===== src/rtl/int_pe_ws.sv =====
// Weight-stationary INT PE: LANES-wide dot product with a two-stage pipeline,
// a shift-load weight chain and an output-stationary accumulate/drain mode.
// Optional saturating adders are enabled by defining INT_PE_SAT_EN.
module int_pe_ws #(
  parameter int WORD_SIZE     = 4,
  parameter int LANES         = 2,
  parameter int ADD_BIT_WIDTH = 24
) (
  input  logic                         clk,
  input  logic                         rst,
  input  logic                         fsm_out_select_in,
  input  logic                         sign_in,
  input  logic                         w_load_in,
  input  logic [LANES*WORD_SIZE-1:0]   w_in,
  output logic [LANES*WORD_SIZE-1:0]   w_out,
  output logic                         w_load_out,
  input  logic                         left_valid_in,
  input  logic [LANES*WORD_SIZE-1:0]   left_in,
  output logic                         right_valid_out,
  output logic [LANES*WORD_SIZE-1:0]   right_out,
  input  logic [ADD_BIT_WIDTH-1:0]     top_in,
  input  logic                         drain_in,
  output logic                         bottom_valid_out,
  output logic [ADD_BIT_WIDTH-1:0]     bottom_out
);

  localparam int BUS_W  = LANES * WORD_SIZE;
  localparam int PROD_W = 2 * WORD_SIZE;

  logic [BUS_W-1:0]         w_reg;
  logic [PROD_W-1:0]        prod_c  [LANES];
  logic [PROD_W-1:0]        prod_s1 [LANES];
  logic [ADD_BIT_WIDTH-1:0] top_s1;
  logic                     mode_s1;
  logic                     sign_s1;
  logic                     valid_s1;
  logic [ADD_BIT_WIDTH-1:0] acc;
  logic [ADD_BIT_WIDTH-1:0] dot;
  logic [ADD_BIT_WIDTH-1:0] dot_acc;
  logic [ADD_BIT_WIDTH-1:0] ws_sum;
  logic [ADD_BIT_WIDTH-1:0] os_sum;
  logic                     eff_ws;

  assign w_out = w_reg;

  // Both operands are extended to PROD_W so the low PROD_W bits of the
  // product are exact for either signed or unsigned interpretation.
  always_comb begin : lane_mult
    logic [WORD_SIZE-1:0] a_lane;
    logic [WORD_SIZE-1:0] w_lane;
    logic [PROD_W-1:0]    a_ext;
    logic [PROD_W-1:0]    w_ext;
    // NOTE: every combinational output and temporary gets a value on every path, so no latch is inferred.
    a_lane = '0;
    w_lane = '0;
    a_ext  = '0;
    w_ext  = '0;
    for (int i = 0; i < LANES; i++) begin
      a_lane = left_in[i*WORD_SIZE +: WORD_SIZE];
      w_lane = w_reg[i*WORD_SIZE +: WORD_SIZE];
      if (sign_in) begin
        a_ext = PROD_W'(signed'(a_lane));
        w_ext = PROD_W'(signed'(w_lane));
      end else begin
        a_ext = PROD_W'(a_lane);
        w_ext = PROD_W'(w_lane);
      end
      prod_c[i] = a_ext * w_ext;
    end
  end

  always_comb begin : dot_sum
    logic [ADD_BIT_WIDTH-1:0] term;
    term = '0;
    dot  = '0;
    for (int i = 0; i < LANES; i++) begin
      if (sign_s1) term = ADD_BIT_WIDTH'(signed'(prod_s1[i]));
      else         term = ADD_BIT_WIDTH'(prod_s1[i]);
      dot = dot + term;
    end
  end

`ifdef INT_PE_SAT_EN
  function automatic logic [ADD_BIT_WIDTH-1:0] sat_add(
    input logic [ADD_BIT_WIDTH-1:0] a,
    input logic [ADD_BIT_WIDTH-1:0] b,
    input logic                     sgn
  );
    logic [ADD_BIT_WIDTH:0] s;
    s = {1'b0, a} + {1'b0, b};
    if (sgn) begin
      // Signed overflow: operands agree in sign but the result does not.
      if ((a[ADD_BIT_WIDTH-1] == b[ADD_BIT_WIDTH-1]) &&
          (s[ADD_BIT_WIDTH-1] != a[ADD_BIT_WIDTH-1]))
        return a[ADD_BIT_WIDTH-1] ? {1'b1, {(ADD_BIT_WIDTH-1){1'b0}}}
                                  : {1'b0, {(ADD_BIT_WIDTH-1){1'b1}}};
    end else if (s[ADD_BIT_WIDTH]) begin
      return '1;
    end
    return s[ADD_BIT_WIDTH-1:0];
  endfunction

  assign ws_sum = sat_add(top_s1, dot, sign_s1);
  assign os_sum = sat_add(acc, dot_acc, sign_s1);
`else
  assign ws_sum = top_s1 + dot;
  assign os_sum = acc + dot_acc;
`endif

  assign dot_acc = (valid_s1 && !mode_s1) ? dot : '0;
  // In-flight results follow the mode they were issued in; idle cycles use the live mode.
  assign eff_ws  = valid_s1 ? mode_s1 : fsm_out_select_in;

  // NOTE: all state uses non-blocking assignments so every register samples pre-edge values.
  always_ff @(posedge clk or negedge rst) begin
    if (!rst) begin
      w_reg           <= '0;
      w_load_out      <= 1'b0;
      right_out       <= '0;
      right_valid_out <= 1'b0;
    end else begin
      if (w_load_in) w_reg <= w_in;
      w_load_out      <= w_load_in;
      right_out       <= left_in;
      right_valid_out <= left_valid_in;
    end
  end

  always_ff @(posedge clk or negedge rst) begin
    if (!rst) begin
      for (int i = 0; i < LANES; i++) prod_s1[i] <= '0;
      top_s1   <= '0;
      mode_s1  <= 1'b0;
      sign_s1  <= 1'b0;
      valid_s1 <= 1'b0;
    end else begin
      valid_s1 <= left_valid_in;
      if (left_valid_in) begin
        for (int i = 0; i < LANES; i++) prod_s1[i] <= prod_c[i];
        top_s1  <= top_in;
        mode_s1 <= fsm_out_select_in;
        sign_s1 <= sign_in;
      end
    end
  end

  always_ff @(posedge clk or negedge rst) begin
    if (!rst) begin
      acc              <= '0;
      bottom_out       <= '0;
      bottom_valid_out <= 1'b0;
    end else if (eff_ws) begin
      bottom_valid_out <= valid_s1;
      if (valid_s1) bottom_out <= ws_sum;
    end else if (drain_in) begin
      bottom_out       <= os_sum;
      bottom_valid_out <= 1'b1;
      acc              <= '0;
    end else begin
      bottom_out       <= top_in;
      bottom_valid_out <= 1'b0;
      acc              <= os_sum;
    end
  end

endmodule

===== config.mk =====
export PLATFORM = sky130hd
export DESIGN_NAME = int_pe_ws
export DESIGN_NICKNAME = d
export VERILOG_FILES = /design/src/rtl/int_pe_ws.sv
export SDC_FILE = /design/constraint.sdc
export NUM_CORES = 1
export LEC_CHECK = 0
export ABC_CLOCK_PERIOD_IN_PS = 6200
export CAP_MARGIN = 20
export CORE_UTILIZATION = 60
export CTS_BUF_LIST = sky130_fd_sc_hd__clkbuf_8
export DETAILED_ROUTE_END_ITERATION = 7
export GPL_ROUTABILITY_DRIVEN = 0
export GPL_TIMING_DRIVEN = 0
export PLACE_DENSITY = 0.88
export SLEW_MARGIN = 20
export SYNTH_ARGS = -nofsm -noshare
export SYNTH_HDL_FRONTEND = slang
export SYNTH_SLANG_ARGS = --single-unit

===== constraint.sdc =====
create_clock -name clk -period 6.2 [get_ports clk]
set_clock_uncertainty 0.1 [all_clocks]
set_input_delay 0.93 -clock clk [delete_from_list [all_inputs] [get_ports clk]]
set_output_delay 0.93 -clock clk [all_outputs]
set_load 0.03 [all_outputs]

# Word level (Yosys, flattened, before mapping)
# Index checks and enable logic that the tools add are counted.
# totals
in_bits,47
output_inout_bits,43
wordCells,34
ff_bits,109
# op_classes
muxes,14
eq_ne,1
addsub,3
n_reduce_logical,2
n_mul,2
# op_table
cell,n
$mux W24,7
$add A24 B24 Y24,3
$mux W8,4
$mul A8 B8 Y8,2
$mux W1,3
$ne A2 B2 Y1 const B,1
$logic_and A1 B1 Y1,1
$logic_not A1 Y1,1

# Logic depth before layout (Yosys ltp)
# depth
depth_word,6
mapped_depth,22
ltp_nobuf,22

# Least setup slack after synthesis
# OpenSTA, ideal clock, no wires.
# synth_timing
path_kind,register to register
start,register prod_s1[8] (netlist bit)
end,register acc[23]
setup_slack_ps,1675
setup_time_ps,124
arrival_ps,4301
t_required_ps,5976
stages_incl_launch_ff,23
synth_period_minus_slack_ps,4525
path_cell_list,dfrtp_1 > ha_1 > inv_1 > fa_1 > nor2b_1 > o21ai_0 > a21oi_1 > o21ai_0 > a21oi_1 > o21a_1 > or2_2 > fa_1 > inv_1 > nor2_1 > ha_1 > a21o_1 > a21oi_1 > o211a_1 > a21o_1 > a311o_1 > mux2i_1 > and4_1 > a211o_1
# synth_between
elab_chain_len,5
# synth_lines
item,line_no,rtl
"start, declared",32,logic [PROD_W-1:0] prod_s1 [LANES];
$mux W24,77,if (sign_s1) term = ADD_BIT_WIDTH'(signed'(prod_s1[i]));
$add A24 B24 Y24,79,dot = dot + term;
$mux W24,110,assign dot_acc = (valid_s1 && !mode_s1) ? dot : '0;
$add A24 B24 Y24,107,assign os_sum = acc + dot_acc;
$mux W24,155,end else if (drain_in) begin
"end signal, assigned",162,acc <= os_sum;
"end, declared",37,logic [ADD_BIT_WIDTH-1:0] acc;
# Every way passes these cells.
# A chain may end at the register's enable or synchronous reset.

# Final worst setup path
# layout_timing
start,register prod_s1[0] (netlist bit)
end,register bottom_out[22]
# layout_between
elab_chain_len,6
word_cells_on_any_way,8
cone_classes,add/sub: 3; mux: 5
# layout_lines
item,line_no,rtl
$mux W24 (*),77,
$add A24 B24 Y24 (*),79,
$mux W24,110,
$add A24 B24 Y24,107,
$mux W24,155,
$mux W24 (*),152,end else if (eff_ws) begin
"end signal, assigned",154,if (valid_s1) bottom_out <= ws_sum;
"end signal, assigned",156,bottom_out <= os_sum;
"end signal, assigned",160,bottom_out <= top_in;
"end, declared",24,output logic [ADD_BIT_WIDTH-1:0] bottom_out
# Mark *: on every way between the ends. The rest lies on a longest branch, timed or not. The select of a mux whose other input is x is not followed.

==> summary.md <==
| Metric | Value |
|---|---|
| Status | `completed` |
| Vias in the first global route | `7206` |
| Ports | `90` |
| Unique masters post-synth | `70` |
| Crit share post-route | `0.841` |
| Fmax | `192 MHz` |
| Post-Syn Area | `8700 µm²` |
| Core footprint | `14000 µm²` |
| Post-synth EDFFs | `0` |
| Share of the yosys chip area belonging to registers | `0.314` |
| Pleak | `4.77 nW` |
| DP HPWL | `17.1 mm` |
| Pwr dens | `470 nW/µm²` |
| Post-Synth Simple-Gate Area | `0.122` |
| Finished Layout Cells | `1188` |
| CP arrival | `5.44 ns` |
| Crit. End Element | `flop` |
| Multi-input gate area | `5560 µm²` |
| Post-DR vias/cell | `6.17` |
| Drt pass-1 iters | `5` |
| Die area | `15000 µm²` |
| Largest net degree at the start of global routing | `60` |
| Commonest non-fill, non-tap cell in the layout | `dfrtp_1` |
| Worst-Margin Slew | `0.934 ns` |
| Final Setup Violations | `0` |
| Post-synthesis compound-gate area fraction | `0.191` |
| Fill cell count | `1026` |
| Post-Syn Instances | `904` |
| Die W | `122 µm` |
| Drt first-iter violations | `624` |
| Fin crit period | `5.22 ns` |
| Worst path required time | `6.42 ns` |
| Diodes inserted | `0` |
| Total vias in the final route | `7327` |
| CTS tree | `done` |
| Die height | `122 µm` |
| Port Buffers | `88` |
| Post-cts sizing count | `0` |
| Postcts setup bufs | `0` |
| Crit-path max FO | `7` |
| Layout Utilization | `0.716` |
| Starting Density | `0.622` |
| CTS sink cnt | `109` |
| Most frequent cells in the layout | `dfrtp_1 (109), ha_1 (87), clkdlybuf4s50_1 (87)` |
| Syn_nets | `1066` |
| Syn avg cell area | `9.62 µm²` |
| Hold Slack | `0.372 ns` |
| Peak supply drop | `226 µV` |
| RSZ-0062 raised after global routing | `false` |
| All-layer global routing usage | `0.312` |
| Layout cell share with drive strength beyond 1 | `0.0813` |
| Antenna violations before repair | `0` |
| CP Class | `reg2reg` |
| Post-synthesis mux area share | `0.0722` |
| Final ANT Viol Nets | `0` |
| Residual DRC | `0` |
| Rel. slew slack | `0.375` |
| Sequential Area | `2730 µm²` |
| Pwr Total | `4.70 mW` |
| Hold-fix buffers, CTS | `0` |
| Global-route wire length before repair | `35.7 mm` |
| MaxCap Viol Count | `0` |
| Clock slew at reported path FFs | `0.11 ns` |
| Top_reg_cell synth | `dfrtp_1` |
| Post-Route WL | `21.9 mm` |
| Dominant combinational cell family by area after synthesis | `compound AO/OA/AOI/OAI gates` |
| Startpoint Class | `flop` |
| Post-synthesis adder-cell area fraction | `0.190` |
| Synth Register Bits | `109` |
| Fraction of registers with async set/reset | `1.00` |
| Final Hold Viols | `0` |
| Fin area | `10000 µm²` |
| Clock buffer depth | `2` |
| Dpl cells | `1173` |
| Area Overhead vs Synth | `15.1%` |
| Warnings from Yosys | `0` |
| Clock latency on the worst-skew pair | `0.41 ns` |
| Wirelength per Cell | `18.4 µm` |
| Fin nets | `1166` |
| Area after DPL | `9830 µm²` |
| Max-slew violations | `0` |
| Synth Area in XOR/XNOR | `0.0634` |
| Worst Hold Class | `in2async` |
| Grt ovf | `0` |
| FP Rows | `43` |
| CTS Root Cell | `clkbuf_8` |
| Clock buffer count from CTS | `9` |
| Max H-tree Level | `3` |
power by group:
group	switching [mW]	internal (mW)	leakage [nW]	total (mW)
Clock	0.266	0.157	0.0889	0.423
Sequential	0.142	0.909	1.33	1.05
Combinational	1.85	1.38	3.35	3.23
worst max-delay path, cell delays in order (launching register included):
cell and delay [ns]:
dfrtp_1 0.37, ha_1 0.17, inv_1 0.05, fa_1 0.40
nor2b_1 0.12, o21ai_0 0.10, a21oi_1 0.22, o21ai_0 0.13
a21oi_1 0.23, o21a_1 0.29, or2_2 0.17, fa_1 0.45
ha_1 0.39, nand3_1 0.15, nor2_1 0.19, nand3_1 0.20
a31oi_1 0.37, a221oi_1 0.21, o31ai_1 0.44, mux2i_1 0.15
a211oi_1 0.24
metrics by stage:
stage               setup slack [ns]  setup TNS, ns
CTS                             1.05              0
finish                         0.984              0
detailed placement             0.861              0
floorplan                       1.67              0
global placement              -0.173         -18.04
global route                   0.593              0
cells in the mapped netlist (4+ instances only):
cell type	instances	area, µm²
nand2b_1	4	25.0
a21oi_1	56	280
o21ai_0	42	210
a21o_1	26	195
o211ai_1	11	82.6
a211oi_1	9	67.6
mux2_2	46	518
o22ai_1	12	75.1
a31oi_1	11	68.8
o21a_1	11	82.6
and2_1	35	219
nand2_1	49	184
nor2_1	42	158
and3_1	12	75.1
a22o_1	15	131
fa_1	28	561
o31ai_1	11	82.6
or2_2	4	25.0
xnor2_1	43	377
ha_1	87	1090
nor2b_1	15	93.8
nor3_1	11	55.1
xor2_1	20	175
clkbuf_1	22	82.6
nand3_1	15	75.1
dfrtp_1	109	2730
inv_1	81	304
a2111oi_0	4	35.0
a21boi_0	4	30.0
or3_1	4	25.0
mux2i_1	11	110
logic make-up (layout without fill, tap and decap cells):
family | Yosys count | after routing
AO/OA/AOI/OAI | 245 | 245
AND/OR/NAND/NOR | 207 | 207
adder cells (fa/ha/maj) | 115 | 115
flip-flops | 109 | 109
buffers and inverters | 108 | 212
XOR/XNOR | 63 | 63
multiplexers | 57 | 57
per-layer routing:
metal	vias to the layer above	share of wire	GRT usage
li1	3427	-	-
met1	3550	0.41	0.396
met3	45	0.078	0.0646
met2	305	0.48	0.526
met4	0	0.025	0.111
met5	-	0	0
sequential cells by signal, indices dropped and copies added (netlist names):
register	flops
w_out	8
bottom_valid_out	1
top_s1	24
acc	24
sign_s1	1
valid_s1	1
mode_s1	1
prod_s1	16
bottom_out	24
right_out	8
w_load_out	1
path summary, 6_finish.rpt:
path / endpoint / cells past startpoint / slack (ns) / start
max in group asynchronous: right_out[5] / 2 / 4.97 / rst
min in group clk: bottom_out[4] / 2 / 0.39 / bottom_out[4]
worst min-delay path: acc[7] / 1 / 0.37 / rst
worst min register to register: bottom_out[4] / 2 / 0.39 / bottom_out[4]
worst max-delay path: bottom_out[22] / 20 / 0.98 / prod_s1[0]
worst max register to register: bottom_out[22] / 20 / 0.98 / prod_s1[0]
final cells by class:
cell class | instances | share of cell area
Multi-Input combinational cell | 687 | 0.555
Sequential cell | 109 | 0.273
Timing Repair Buffer | 89 | 0.0909
Inverter | 81 | 0.0304
Tap cell | 180 | 0.0225
Clock buffer | 10 | 0.0138
Buffer | 27 | 0.0111
Clock inverter | 5 | 0.00350
Note: power is estimated with default switching activity, not from simulation.
